File: config.mk
export PLATFORM = sky130hd
export DESIGN_NAME = ixc_cap_wait_ctl
export DESIGN_NICKNAME = d
export VERILOG_FILES = /design/src/rtl/ixc_cap_wait_ctl.sv
export SDC_FILE = /design/constraint.sdc
export NUM_CORES = 1
export LEC_CHECK = 0
export ABC_CLOCK_PERIOD_IN_PS = 2300
export BUFFER_PORTS_ARGS = -buffer_cell sky130_fd_sc_hd__buf_2
export CORE_MARGIN = 8
export CORE_UTILIZATION = 50
export CTS_CLUSTER_DIAMETER = 100
export DETAILED_ROUTE_END_ITERATION = 7
export GPL_ROUTABILITY_DRIVEN = 0
export HOLD_SLACK_MARGIN = 0.1
export PLACE_DENSITY = 0.79
export SYNTH_ARGS = -nofsm -noshare
export SYNTH_HDL_FRONTEND = slang
export SYNTH_SLANG_ARGS = --single-unit
File: constraint.sdc
create_clock -name bClk -period 2.3 [get_ports bClk]
set_input_delay 0.46 -clock bClk [delete_from_list [all_inputs] [get_ports bClk]]
set_output_delay 0.46 -clock bClk [all_outputs]
set_load 0.05 [all_outputs]
File: src/rtl/ixc_cap_wait_ctl.sv
// ixc_cap_wait_ctl: round-robin capture-request controller driving bpWait; define IXC_CAPWAIT_STATS_EN to add capCount/maxLat
module ixc_cap_wait_ctl #(
  parameter int NREQ        = 4,
  parameter int HOLD_CYC    = 2,
  parameter int TIMEOUT_CYC = 1024,
  parameter int CNT_W       = 11
) (
  input  logic             bClk,
  input  logic             bRstN,
  input  logic [NREQ-1:0]  capReq,
  input  logic             bcLatchEn,
  input  logic             bpHalt,
  output logic             en,
  output logic [NREQ-1:0]  capGnt,
  output logic [NREQ-1:0]  capDone,
  output logic             capErr,
  output logic             busy
`ifdef IXC_CAPWAIT_STATS_EN
  ,
  output logic [31:0]      capCount,
  output logic [CNT_W-1:0] maxLat
`endif
);
  localparam int PW = (NREQ > 1) ? $clog2(NREQ) : 1;
  localparam logic [7:0] H_LAST = 8'((HOLD_CYC > 0) ? HOLD_CYC - 1 : 0);
  localparam logic [CNT_W-1:0] T_LAST = CNT_W'(TIMEOUT_CYC - 1);

  typedef enum logic [2:0] {S_IDLE, S_WAIT, S_HOLD, S_DONE, S_ERR} state_t;

  state_t state_q;
  logic [PW-1:0] ptr_q, win_idx;
  logic [CNT_W-1:0] tcnt_q;
  logic [7:0] hcnt_q;
  logic [NREQ-1:0] gnt_q, done_q, req_rot;
  logic en_q, err_q, busy_q, win_vld, fin, arb, wait_run, to_done, to_err;

  // The finishing owner still holds capReq during its capDone cycle, so it is masked out
  assign req_rot  = NREQ'({capReq & ~done_q, capReq & ~done_q} >> ptr_q);
  assign fin      = (state_q == S_DONE) || (state_q == S_ERR);
  assign arb      = !bpHalt && win_vld && ((state_q == S_IDLE) || fin);
  assign wait_run = !bpHalt && (state_q == S_WAIT);
  assign to_done  = (wait_run && bcLatchEn && (HOLD_CYC == 0)) ||
                    (!bpHalt && (state_q == S_HOLD) && (hcnt_q == H_LAST));
  assign to_err   = wait_run && !bcLatchEn && (tcnt_q == T_LAST);

  // Round-robin search: first pending requester at or after the pointer
  always_comb begin
    win_vld = 1'b0;
    win_idx = '0;
    for (int k = NREQ - 1; k >= 0; k--) begin
      if (req_rot[k]) begin
        win_vld = 1'b1;
        win_idx = PW'((int'(ptr_q) + k) % NREQ);
      end
    end
  end

  // Capture FSM; DONE/ERR arbitrate directly so en is low for a single cycle between captures
  always_ff @(posedge bClk or negedge bRstN) begin
    if (!bRstN) begin
      state_q <= S_IDLE;
      ptr_q   <= '0;
      tcnt_q  <= '0;
      hcnt_q  <= '0;
      gnt_q   <= '0;
      done_q  <= '0;
      en_q    <= 1'b0;
      err_q   <= 1'b0;
      busy_q  <= 1'b0;
    end else begin
      done_q <= '0;
      if (arb) begin
        state_q <= S_WAIT;
        en_q    <= 1'b1;
        busy_q  <= 1'b1;
        gnt_q   <= NREQ'(1) << win_idx;
        ptr_q   <= PW'((int'(win_idx) + 1) % NREQ);
        tcnt_q  <= '0;
      end else if (fin) begin
        state_q <= S_IDLE;
        busy_q  <= 1'b0;
      end else if (to_done || to_err) begin
        state_q <= to_err ? S_ERR : S_DONE;
        en_q    <= 1'b0;
        gnt_q   <= '0;
        done_q  <= gnt_q;
        err_q   <= err_q | to_err;
      end else if (wait_run && bcLatchEn) begin
        state_q <= S_HOLD;
        hcnt_q  <= '0;
      end else if (wait_run) begin
        tcnt_q <= tcnt_q + 1'b1;
      end else if (!bpHalt && (state_q == S_HOLD)) begin
        hcnt_q <= hcnt_q + 1'b1;
      end
    end
  end

  assign en      = en_q;
  assign capGnt  = gnt_q;
  assign capDone = done_q;
  assign capErr  = err_q;
  assign busy    = busy_q;

`ifdef IXC_CAPWAIT_STATS_EN
  logic [31:0] cnt_q;
  logic [CNT_W-1:0] max_q, lat;

  // WAIT length is the frozen timeout count plus one, saturated at the counter width
  assign lat = (&tcnt_q) ? tcnt_q : tcnt_q + 1'b1;

  // Count every completion (including timeouts) and track the longest WAIT
  always_ff @(posedge bClk or negedge bRstN) begin
    if (!bRstN) begin
      cnt_q <= '0;
      max_q <= '0;
    end else if (to_done || to_err) begin
      cnt_q <= cnt_q + 1'b1;
      if (lat > max_q) max_q <= lat;
    end
  end

  assign capCount = cnt_q;
  assign maxLat   = max_q;
`endif
endmodule

==> summary.md <==
| Metric | Value |
|---|---|
| CTS buffer count | 5 |
| Vias in the first global route | 1439 |
| Ys Warns | 0 |
| Largest stage delay on the critical path | 0.61 ns |
| Die Wd | 76.43 um |
| P&R area growth vs syn | 13.84% |
| Number of enable flip-flop cells after synthesis | 0 |
| Yosys top cell by area | dfrtp_1 |
| GR Overflow Total | 0 |
| Maxcap violations | 0 |
| CTS Root Cell | clkbuf_4 |
| Core area | 0.003578 mm2 |
| H-tree Lvls | 2 |
| TNS Setup | 0 ns |
| Critical Path AT | ~2.4 ns |
| Max Root-Sink Buffers | 2 |
| Detailed-placement wirelength estimate | 2723 um |
| Initial antenna violation count | 0 |
| Overall Global Routing Usage | 0.1318 |
| I/O pin total | 19 |
| DR WL/cell | ~14 um |
| Seq/Total Area, Yosys | 0.4798 |
| CTS tree | done |
| Tmin final | 2.076 ns |
| Crit end category | flop |
| Min Hold Slack | 0.1747 ns |
| Slowest CP cell | or4_1 |
| Drt first pass iters | 4 |
| Area of the multi-input gates | a little over 900 um2 |
| # DRC | 0 |
| Fin crit share | 0.9024 |
| Clock Skew | 0.008977 ns |
| Crit Path Category | flop to flop |
| Via density | 5.815 |
| Diode count | 0 |
| Sequential standard cell area | 875.8 um2 |
| Crit path launch type | flop |
| Reg clk slew, reported paths | approximately 0.11 ns |
| Via count | ~1500 |
| Initial Utilization | 0.5101 |
| Synthesized area | 0.001826 mm2 |
| Clock insertion delay at the later pin of the skew report | between 0.3 and 0.4 ns |
| Power Density | 500.2 mW/mm2 |
| Syn Nets | between 150 and 200 |
| Worst Max-Slew Pin Slew | 0.7584 ns |
| # setup viols final | 0 |
| Final nets | 226 |
| # hold bufs at CTS | 0 |
| Outcome | complete, no violations |
| Initial DRC Count | between 90 and 100 |
| Share of cells above drive strength 1 | 0.1887 |
| Worst slew margin | 0.4944 |
| Clock Sinks | 35 |
| Die Ht | between 70 and 80 um |
| FP Rows | 22 |
| Hold Crit Class | primary input to async pin |
| Max Slew Vio Count | 0 |
| Peak supply drop | between 0.2 and 0.3 mV |
| Routed Antenna Nets | 0 |
| Final wirelength | 3656 um |
| Post-synth top area share | 0.4798 |
| First-pass GRT wire length | 6396 um |
| Lkg Pwr | 0.0009758 uW |
| CP Max Fanout | 8 |
| Async S/R FF share, synth | 1.000 |
| Buffers on Ports | 18 |
| Fillcell total | approximately 330 |
| Synth Instances | 180 |
| Worst endpoint required time | 2.58 ns |
| RSZ-0062 raised after global routing | no |
| Crit-path cells | or4b_4 -> or4_1 -> nand2_1 -> and2_1 |
| PostCTS Resize Cnt | 0 |
| WP buf/inv | 0 |
| Post-CTS setup buffer count | 0 |
| Post-synth cell types | 40 |
| FF+latch count, synth | 35 |
| Largest net degree at the start of global routing | 36 |
| Die area | between 0.005 and 0.006 mm2 |
| Ys flop type | dfrtp_1 |
| Final hold vios | 0 |
| Synth area leaders | dfrtp_1 48%, o21ai_0 4.9%, ha_1 4.8%, mux2i_1 3.8%, nand2_1 3.7% |
| Family with the most delay on the worst path | simple AND/OR/NAND/NOR gates |
| Fmax | 0.4818 GHz |
| Syn Area/Cell | 10.14 um2 |
==> layout by cell type (no fill, tap or decap), types with 6 or more instances in the layout <==
| cell | n |
|---|---|
| a21oi_1 | 7 |
| buf_2 | 18 |
| buf_4 | 8 |
| dfrtp_1 | 35 |
| ha_1 | 7 |
| mux2i_1 | 7 |
| nand2_1 | 18 |
| nand3_1 | 12 |
| nor2_1 | 6 |
| o21ai_0 | 18 |
==> cell usage after synthesis, drive strengths merged, types with 2 or more instances <==
| cell | instances |
|---|---|
| o2bb2ai | 4 |
| o31ai | 3 |
| o211ai | 2 |
| nand2 | 18 |
| ha | 7 |
| o211a | 2 |
| nor3b | 2 |
| dfrtp | 35 |
| and2 | 5 |
| nand4 | 4 |
| nor4 | 3 |
| clkbuf | 2 |
| nor2b | 5 |
| mux2i | 7 |
| nor4b | 2 |
| mux2 | 2 |
| nand3 | 12 |
| a21oi | 7 |
| nor2 | 6 |
| or3 | 5 |
| nand2b | 5 |
| o22ai | 2 |
| or4 | 5 |
| o21ai | 18 |
| inv | 4 |
==> cell type report <==
cell class	count	share of cell area
timing repair buffer	26	0.07225
inverter	4	0.007225
clock buffer	7	0.02167
tap	48	0.02890
multi-input combinational	139	0.4461
clock inverter	1	0.002408
sequential	35	0.4214
==> stage by stage <==
stage | instances | power [uW] | cell area [um2] | setup WS [ns] | utilization
after CTS | 260 | 1051 | 2078 | 0.2370 | 0.5808
after detailed placement | 252 | 732.8 | 2028 | 0.1057 | 0.5668
after global placement | 252 | 732.0 | 2028 | 0.1243 | 0.5668
final | 260 | 1040 | 2078 | 0.2245 | 0.5808
after floorplan | 180 | 690.9 | 1826 | 0.2489 | -
after global routing | 260 | 1080 | 2078 | 0.09436 | 0.5808
==> worst paths after layout <==
path | from | endpoint | slack [ns] | cells past startpoint
setup reg to reg | state_q[0] | capDone[1] | 0.22 | 4
setup / recovery | state_q[0] | capDone[1] | 0.22 | 4
hold / removal | bRstN | busy | 0.17 | 1
min in group bClk | capErr | capErr | 0.49 | 1
max in group asynchronous | bRstN | capDone[1] | 1.63 | 1
hold reg to reg | capErr | capErr | 0.49 | 1
==> cells by family after synthesis <==
| kind of cell | share of synthesized area |
|---|---|
| AOI/OAI and AO/OA | 0.1638 |
| adders and majority gates | 0.04798 |
| buffers and inverters | 0.01234 |
| DFF | 0.4798 |
| muxes | 0.05072 |
| and+or+nand+nor | 0.2454 |
==> layer usage <==
layer	part of all wire	track usage	up-vias	routed length (um)
met2	0.45	0.1997	30	1649
met5	0	0	-	0
met3	0.047	0.03066	7	171
met4	0.019	0.06346	0	70
met1	0.48	0.1719	734	1764
li1	-	-	741	-
==> power by group <==
| part | total, uW | internal, uW | switching, uW |
|---|---|---|---|
| logic | 89.2 | 31.2 | 57.9 |
| registers | 631 | 623 | 8.17 |
| clock network | 320 | 119 | 200 |
| total | 1040 | 773 | 267 |
==> state kept, by name (all words and copies together), names as in the netlist <==
signal,count
capErr,1
capGnt,4
hcnt_q,8
busy,1
en,1
tcnt_q,11
state_q,3
ptr_q,2
capDone,4
Power figures use the tool's default switching activity.
